File: src/rtl/log_line_uart_tx.sv
// Formats one captured log word as "XXXXXXXX\r\n" (uppercase hex, MSB nibble first)
// and shifts it out on a UART 8N1 pin; line_transmitted paces the upstream FIFO.
module log_line_uart_tx #(
  parameter int DATA_WIDTH   = 32,
  parameter int CLKS_PER_BIT = 868
) (
  input  logic                  clk,
  input  logic                  rst_n,
  input  logic                  line_trans_en,
  input  logic [DATA_WIDTH-1:0] read_data,
  output logic                  line_transmitted,
  output logic                  tx,
  output logic                  busy,
  output logic                  overrun_err
);

  localparam int CNT_W = (CLKS_PER_BIT > 1) ? $clog2(CLKS_PER_BIT) : 1;
  localparam logic [CNT_W-1:0] CNT_LAST = CNT_W'(CLKS_PER_BIT - 1);

  typedef enum logic [1:0] {IDLE, START, DATA, STOP} state_t;

  state_t                state;
  logic [CNT_W-1:0]      baud_cnt;
  logic [2:0]            bit_idx;
  logic [3:0]            char_idx;
  logic [DATA_WIDTH-1:0] shadow;
  logic [7:0]            shift;
  logic [3:0]            nibble;
  logic [7:0]            char_byte;

  always_comb begin
    nibble = '0;
    for (int unsigned i = 0; i < 8; i++)
      if (char_idx[2:0] == i[2:0]) nibble = shadow[DATA_WIDTH-1-4*i -: 4];
    if (char_idx == 4'd8)      char_byte = 8'h0D;
    else if (char_idx == 4'd9) char_byte = 8'h0A;
    else if (nibble < 4'd10)   char_byte = 8'h30 + {4'h0, nibble};
    else                       char_byte = 8'h37 + {4'h0, nibble};
  end

  // tx is updated on the first count of each bit, so the pin lags the state by
  // one cycle; line_transmitted is raised in the IDLE cycle that absorbs that lag.
  always_ff @(posedge clk or negedge rst_n) begin
    if (!rst_n) begin
      state            <= IDLE;
      baud_cnt         <= '0;
      bit_idx          <= '0;
      char_idx         <= '0;
      shadow           <= '0;
      shift            <= '0;
      tx               <= 1'b1;
      line_transmitted <= 1'b1;
      busy             <= 1'b0;
      overrun_err      <= 1'b0;
    end else if (state == IDLE) begin
      if (!line_transmitted) begin
        line_transmitted <= 1'b1;
        busy             <= 1'b0;
        if (line_trans_en) overrun_err <= 1'b1;
      end else if (line_trans_en) begin
        shadow           <= read_data;
        char_idx         <= '0;
        bit_idx          <= '0;
        baud_cnt         <= '0;
        line_transmitted <= 1'b0;
        busy             <= 1'b1;
        state            <= START;
      end
    end else begin
      if (line_trans_en) overrun_err <= 1'b1;
      baud_cnt <= (baud_cnt == CNT_LAST) ? '0 : baud_cnt + 1'b1;
      case (state)
        START: begin
          if (baud_cnt == '0) begin
            tx    <= 1'b0;
            shift <= char_byte;
          end
          if (baud_cnt == CNT_LAST) begin
            bit_idx <= '0;
            state   <= DATA;
          end
        end
        DATA: begin
          if (baud_cnt == '0) begin
            tx    <= shift[0];
            shift <= {1'b0, shift[7:1]};
          end
          if (baud_cnt == CNT_LAST) begin
            if (bit_idx == 3'd7) state <= STOP;
            else                 bit_idx <= bit_idx + 1'b1;
          end
        end
        STOP: begin
          if (baud_cnt == '0) tx <= 1'b1;
          if (baud_cnt == CNT_LAST) begin
            if (char_idx == 4'd9) begin
              state <= IDLE;
            end else begin
              char_idx <= char_idx + 1'b1;
              state    <= START;
            end
          end
        end
        default: state <= IDLE;
      endcase
    end
  end

endmodule

File: config.mk
export PLATFORM = sky130hd
export DESIGN_NAME = log_line_uart_tx
export DESIGN_NICKNAME = d
export VERILOG_FILES = /design/src/rtl/log_line_uart_tx.sv
export SDC_FILE = /design/constraint.sdc
export NUM_CORES = 1
export LEC_CHECK = 0
export CELL_PAD_IN_SITES_DETAIL_PLACEMENT = 1
export CELL_PAD_IN_SITES_GLOBAL_PLACEMENT = 2
export CORE_UTILIZATION = 35
export CTS_CLUSTER_SIZE = 30
export DETAILED_ROUTE_END_ITERATION = 16
export GPL_ROUTABILITY_DRIVEN = 1
export PLACE_DENSITY = 0.87
export REMOVE_ABC_BUFFERS = 1
export SYNTH_ARGS = -nofsm -noshare
export SYNTH_HDL_FRONTEND = slang
export SYNTH_SLANG_ARGS = --single-unit
File: constraint.sdc
create_clock -name clk -period 3.3 [get_ports clk]
set_clock_uncertainty 0.1 [all_clocks]
set_input_delay 0.33 -clock clk [delete_from_list [all_inputs] [get_ports clk]]
set_output_delay 0.33 -clock clk [all_outputs]
set_load 0.1 [all_outputs]
# [Word level (Yosys, flattened, before mapping)]
# Index checks and enable logic that the tools add are counted.
[word_totals] word_cells=111 ramBits=0 rom_bits=0 memories=0 regBits=63 inputBits=35 latchBits=0 out_inout_bits=4
[classes] order_cmp=1 shifts=0 n_eq_ne=27 add_sub_neg=5 div_mod_pow=0 n_bitwise=1 mul=0 n_mux=51 n_reduce_logical=16
[ops] operator="4-bit 2-to-1 mux" count=14
[ops] operator="10-bit 2-to-1 mux" count=4
[ops] operator="7-bit 2-to-1 mux" count=3
[ops] operator="3-bit 2-to-1 mux" count=6
[ops] operator="8-bit 2-to-1 mux" count=2
[ops] operator="8-bit case mux with 2 select lines" count=1
[ops] operator="3-bit equality test (second input constant)" count=5
[ops] operator="3-bit != test (second input constant)" count=5
[ops] operator="6-bit by 4-bit adder with 7-bit output (first input constant)" count=2
[ops] operator="2-bit 2-to-1 mux" count=7
[ops] operator="2-bit != test (second input constant)" count=7
[ops] operator="6-bit AND reduction" count=2
[ops] operator="1-bit 2-to-1 mux" count=11
[ops] operator="10-bit by 1-bit adder with 10-bit output (second input constant)" count=1
[ops] operator="10-bit equality test (second input constant)" count=1
[ops] operator="10-bit zero test" count=1
[ops] operator="5-bit AND reduction" count=2
[ops] operator="4-bit equality test (second input constant)" count=2
[ops] operator="3-bit by 2-bit equality test with 1-bit output (second input constant)" count=2
[ops] operator="2-bit case mux with 3 select lines" count=1
[ops] operator="3-bit case mux with 2 select lines" count=1
[ops] operator="2-bit nonzero test" count=3
[ops] operator="3-bit nonzero test" count=2
[ops] operator="4-bit by 1-bit adder with 4-bit output (second input constant)" count=1
[ops] operator="other kinds (13)" count=15

# [Longest topological paths before layout]
[logic_depth] word_depth=15 ltp_mapped=14 ltp_nobuf=12

# [Worst setup path before layout]
# OpenSTA, ideal clock, no wires.
[synth_timing] path_kind="flip-flop to flip-flop" from="register char_idx[2]" to="register shift[2]" t_required_ns=3.065 synth_period_minus_slack_ns=2.862 slack_ns=0.438 setup_time_ns=0.135 path_buffers=1 stages_incl_launch_ff=13 arrival_time_ns=2.627 cell_sequence="dfrtp_1 buf_4 inv_1 ha_1 or2_1 a221oi_2 o31ai_2 ha_1 inv_1 a211oi_2 mux2_2 a21oi_1 o31ai_2"
[synth_via] elab_chain_len=15 word_cells_on_any_way=26 cone_classes="add/sub: 2; order compare: 1; eq/ne: 9; mux: 13; reduce/logical: 1"
[synth_rtl] item="from (decl)" line_no="25" source="logic [3:0] char_idx;"
[synth_rtl] item="from (signal assigned)" line_no="99" source="char_idx <= char_idx + 1'b1;"
[synth_rtl] item="3-bit zero test" line_no="34" source="if (char_idx[2:0] == i[2:0]) nibble = shadow[DATA_WIDTH-1-4*i -: 4];"
[synth_rtl] item="4-bit 2-to-1 mux (8 in a row)" line_no="34"
[synth_rtl] item="6-bit by 4-bit adder with 7-bit output (tied with other cells)" line_no="38" source="else char_byte = 8'h37 + {4'h0, nibble};"
[synth_rtl] item="7-bit 2-to-1 mux" line_no="37" source="else if (nibble < 4'd10) char_byte = 8'h30 + {4'h0, nibble};"
[synth_rtl] item="7-bit 2-to-1 mux" line_no="36" source="else if (char_idx == 4'd9) char_byte = 8'h0A;"
[synth_rtl] item="7-bit 2-to-1 mux *" line_no="35" source="if (char_idx == 4'd8) char_byte = 8'h0D;"
[synth_rtl] item="8-bit 2-to-1 mux *" line_no="74" source="if (baud_cnt == '0) begin"
[synth_rtl] item="8-bit case mux with 2 select lines *" line_no="72" source="case (state)"
[synth_rtl] item="to (signal assigned)" line_no="76" source="shift <= char_byte;"
[synth_rtl] item="to (signal assigned)" line_no="86" source="shift <= {1'b0, shift[7:1]};"
[synth_rtl] item="to (decl)" line_no="27" source="logic [7:0] shift;"
# Mark *: on every way between the ends. The rest lies on a longest branch, timed or not. The select of a mux whose other input is x is not followed.
# A chain may end at the register's enable or synchronous reset.

# [Worst setup path in the final report]
[layout_timing] from="register char_idx[0]" to="register shift[2]"
# Same word-level chain as after synthesis.

==> impl_results.md <==
* Run status: finished clean
* Routed Antenna Nets at 0
* VDD IR max at 0.243 mV
* RD Place Congestion at 0.792
* Tightest Hold Check Type: in2async
* Tmin final at 3.15 ns
* Antenna cell count at 0
* Most common cell after layout, fill and taps aside: dfrtp_1
* Initial Util at 36.5%
* Dominant cells by area after synthesis: dfrtp_1 (44%), mux2_2 (12%), ha_1 (5.5%)
* Total number of vias at 2615
* Core footprint at 0.00937 mm²
* Setup_tns at 0 ns
* Fmax at 318 MHz
* Commonest non-fill, non-tap cells in the layout: dfrtp_1 (60), mux2_2 (36), clkdlybuf4s50_1 (35)
* Die height at 101 µm
* Total Routing Usage GR at 17.6%
* Setup-failing EPs final at 0
* CP required at 3.42 ns
* Setup WS post-layout at 0.154 ns
* Register area share after synthesis at 45.4%
* Post-CTS setup buffer count at 0
* Rel. slew slack at 26.5%
* CP Max Fanout at 13
* Cell count after synthesis at 330
* DRC Markers at 0
* CTS tree: yes
* Setup crit end kind: register
* CTS buffer count at 9
* CTS Sinks at 62
* Wire length per cell at 16.3 µm
* Initial DRC count at 93
* GR peak layer: met2
* Instance area at placement at 0.00393 mm²
* Slew Viols, Final at 0
* GRT met1 Usage at 21.8%
* Number of max-cap violations at 0
* Distinct cells, synth at 53
* Vias/cell at 5.19
* Vias in the first global route at 2789
* Crit path arrival time at 3.26 ns
* WHS at 0.0989 ns
* Crit-path cells: inv_1 -> ha_1 -> nor2b_1 -> a211oi_1 -> o32ai_1 -> o21a_1 -> ha_1 -> inv_1 -> a211oi_2 -> mux2_2 -> a21oi_1 -> o31ai_2
* Area Growth Syn to Fin at 20.5%
* H-tree Lvls at 3
* CP max stage delay at 0.51 ns
* Period utilization at 95.3%
* Synthesized area per cell at 10.4 µm²
* Row Count at 35
* Largest net degree at the start of global routing at 48
* Layout cells sized above 1 at 20.5%
* Yosys top cell by area: dfrtp_1
* Synth Cell Area at 0.00342 mm²
* Num ports at 39
* Syn. warnings at 0
* Flops & latches, synth at 62
* Clock slew at reported path FFs at 0.08 ns
* Type of the worst setup path: reg2reg
* Layout Nets at 421
* Leak pwr at 0.00183 µW
* Dpl hpwl at 5950 µm
* Post-route cell area at 0.00413 mm²
* First-pass GRT wire length at 13800 µm
* PortBufs at 38
* Die width at 101 µm
* Global Route met3 Usage at 4.79%
* Gr ovfl total at 0
* Clock Root Buffer: clkbuf_8
* Die Area at 0.0102 mm²
* Top cell type's share of synthesized area at 43.9%
* Worst Tran Pin Value at 1.10 ns
* GR met2 Demand/Resource at 30.1%
* Filler cell count at 1091
* Clk Latency, worst-skew pair at 0.34 ns
* Longest Clk Path Bufs at 2
* RSZ-0062 raised after global routing: false
* Post-CTS Hold Fix Bufs at 0
* Detailed Route WL at 8220 µm
* CP max-delay cell: ha_1
* Final Hold Fails at 0
* Critical Path Start Type: register
* Antenna violations before repair at 0
* Power Dens Cells at 359 mW/mm²
* Drt pass-1 iters at 4
* Pre-CTS setup slack at 0.119 ns
* Post-CTS Resized at 0
## per-layer routing
metal | wire length (µm) | part of all wire [%] | vias up
met2 | 3950 | 48 | 43
met4 | 111 | 1.4 | 0
met5 | 0 | 0 | -
met1 | 3860 | 47 | 1298
li1 | - | - | 1264
met3 | 296 | 3.6 | 10
## power by group
part	internal, µW	switching (µW)
clock	360	304
combinational	36.2	22.3
sequential	760	0.0000000000000295
total	1160	326
## registers in the layout (all words and copies together), names as in the netlist
signal            count
baud_cnt             10
bit_idx               3
busy                  1
char_idx              4
line_transmitted      1
overrun_err           1
shadow               32
shift                 7
state                 2
tx                    1
## per-stage QoR
| step | std cells | utilization [%] | power (µW) |
|---|---|---|---|
| after floorplan | 314 | - | 775 |
| after global placement | 489 | 41.9 | 833 |
| after detailed placement | 489 | 41.9 | 835 |
| after CTS | 504 | 43.9 | 1510 |
| after global routing | 504 | 44.0 | 1540 |
| final | 504 | 44.0 | 1480 |
## worst max-delay path, delay by kind of cell (launching register included)
family	cells	cell delay (ns)
DFF	1	0.43
muxes	1	0.35
buffers and inverters	2	0.16
and+or+nand+nor	1	0.21
adders and majority gates	2	0.70
AOI/OAI and AO/OA	6	1.08
## kinds of logic (layout without fill, tap and decap cells)
kind of cell	Yosys count	count (layout)	share of synthesized area, %
adder cells (fa/ha/maj)	15	15	5.48
flip-flops	62	62	45.4
multiplexers	36	36	11.8
XOR/XNOR	2	2	0.512
AO/OA/AOI/OAI	95	95	19.6
AND/OR/NAND/NOR	84	84	12.4
buffers and inverters	36	81	4.68
## worst paths after layout
check,cells after the start,end,from,slack [ns]
setup reg to reg,12,shift[2]$_DFFE_PN0P_,char_idx[0]$_DFFE_PN0P_,0.15
hold reg to reg,1,overrun_err$_DFFE_PN0P_,overrun_err$_DFFE_PN0P_,0.36
setup / recovery,12,shift[2]$_DFFE_PN0P_,char_idx[0]$_DFFE_PN0P_,0.15
max in group asynchronous,2,tx$_DFFE_PN1P_,rst_n,2.16
min in group clk,1,overrun_err$_DFFE_PN0P_,overrun_err$_DFFE_PN0P_,0.36
hold / removal,1,shadow[18]$_DFFE_PN0P_,rst_n,0.1
## Yosys cell counts, drive strengths merged
cell and instances:
dfrtp 60, mux2 36, nand2 30, a21oi 27
o21ai 22, inv 20, ha 15, nand3 14
nor2 12, clkbuf 10, o31ai 8, nor2b 7
a221oi 6, buf 6, a21o 5, nand2b 5
a211oi 4, nand3b 4, o21a 4, a31oi 3
o31a 3, a22oi 2, and3 2, dfstp 2
nor3 2, nor4 2, o32ai 2, or3 2
xnor2 2, a2111oi 1, a21boi 1, a221o 1
a22o 1, a311o 1, a32oi 1, and2 1
and3b 1, nand4 1, o21bai 1, o22ai 1
o41ai 1, or2 1
## layout make-up
| cell class | instances | area (µm²) | share of cell area [%] |
|---|---|---|---|
| inverter | 20 | 75.1 | 1.82 |
| clock inverter | 5 | 50.0 | 1.21 |
| clock buffer | 10 | 138 | 3.34 |
| sequential | 62 | 1550 | 37.7 |
| multi-input combinational | 232 | 1720 | 41.6 |
| timing repair buffer | 46 | 430 | 10.4 |
| tap | 129 | 161 | 3.91 |
Power figures use the tool's default switching activity.
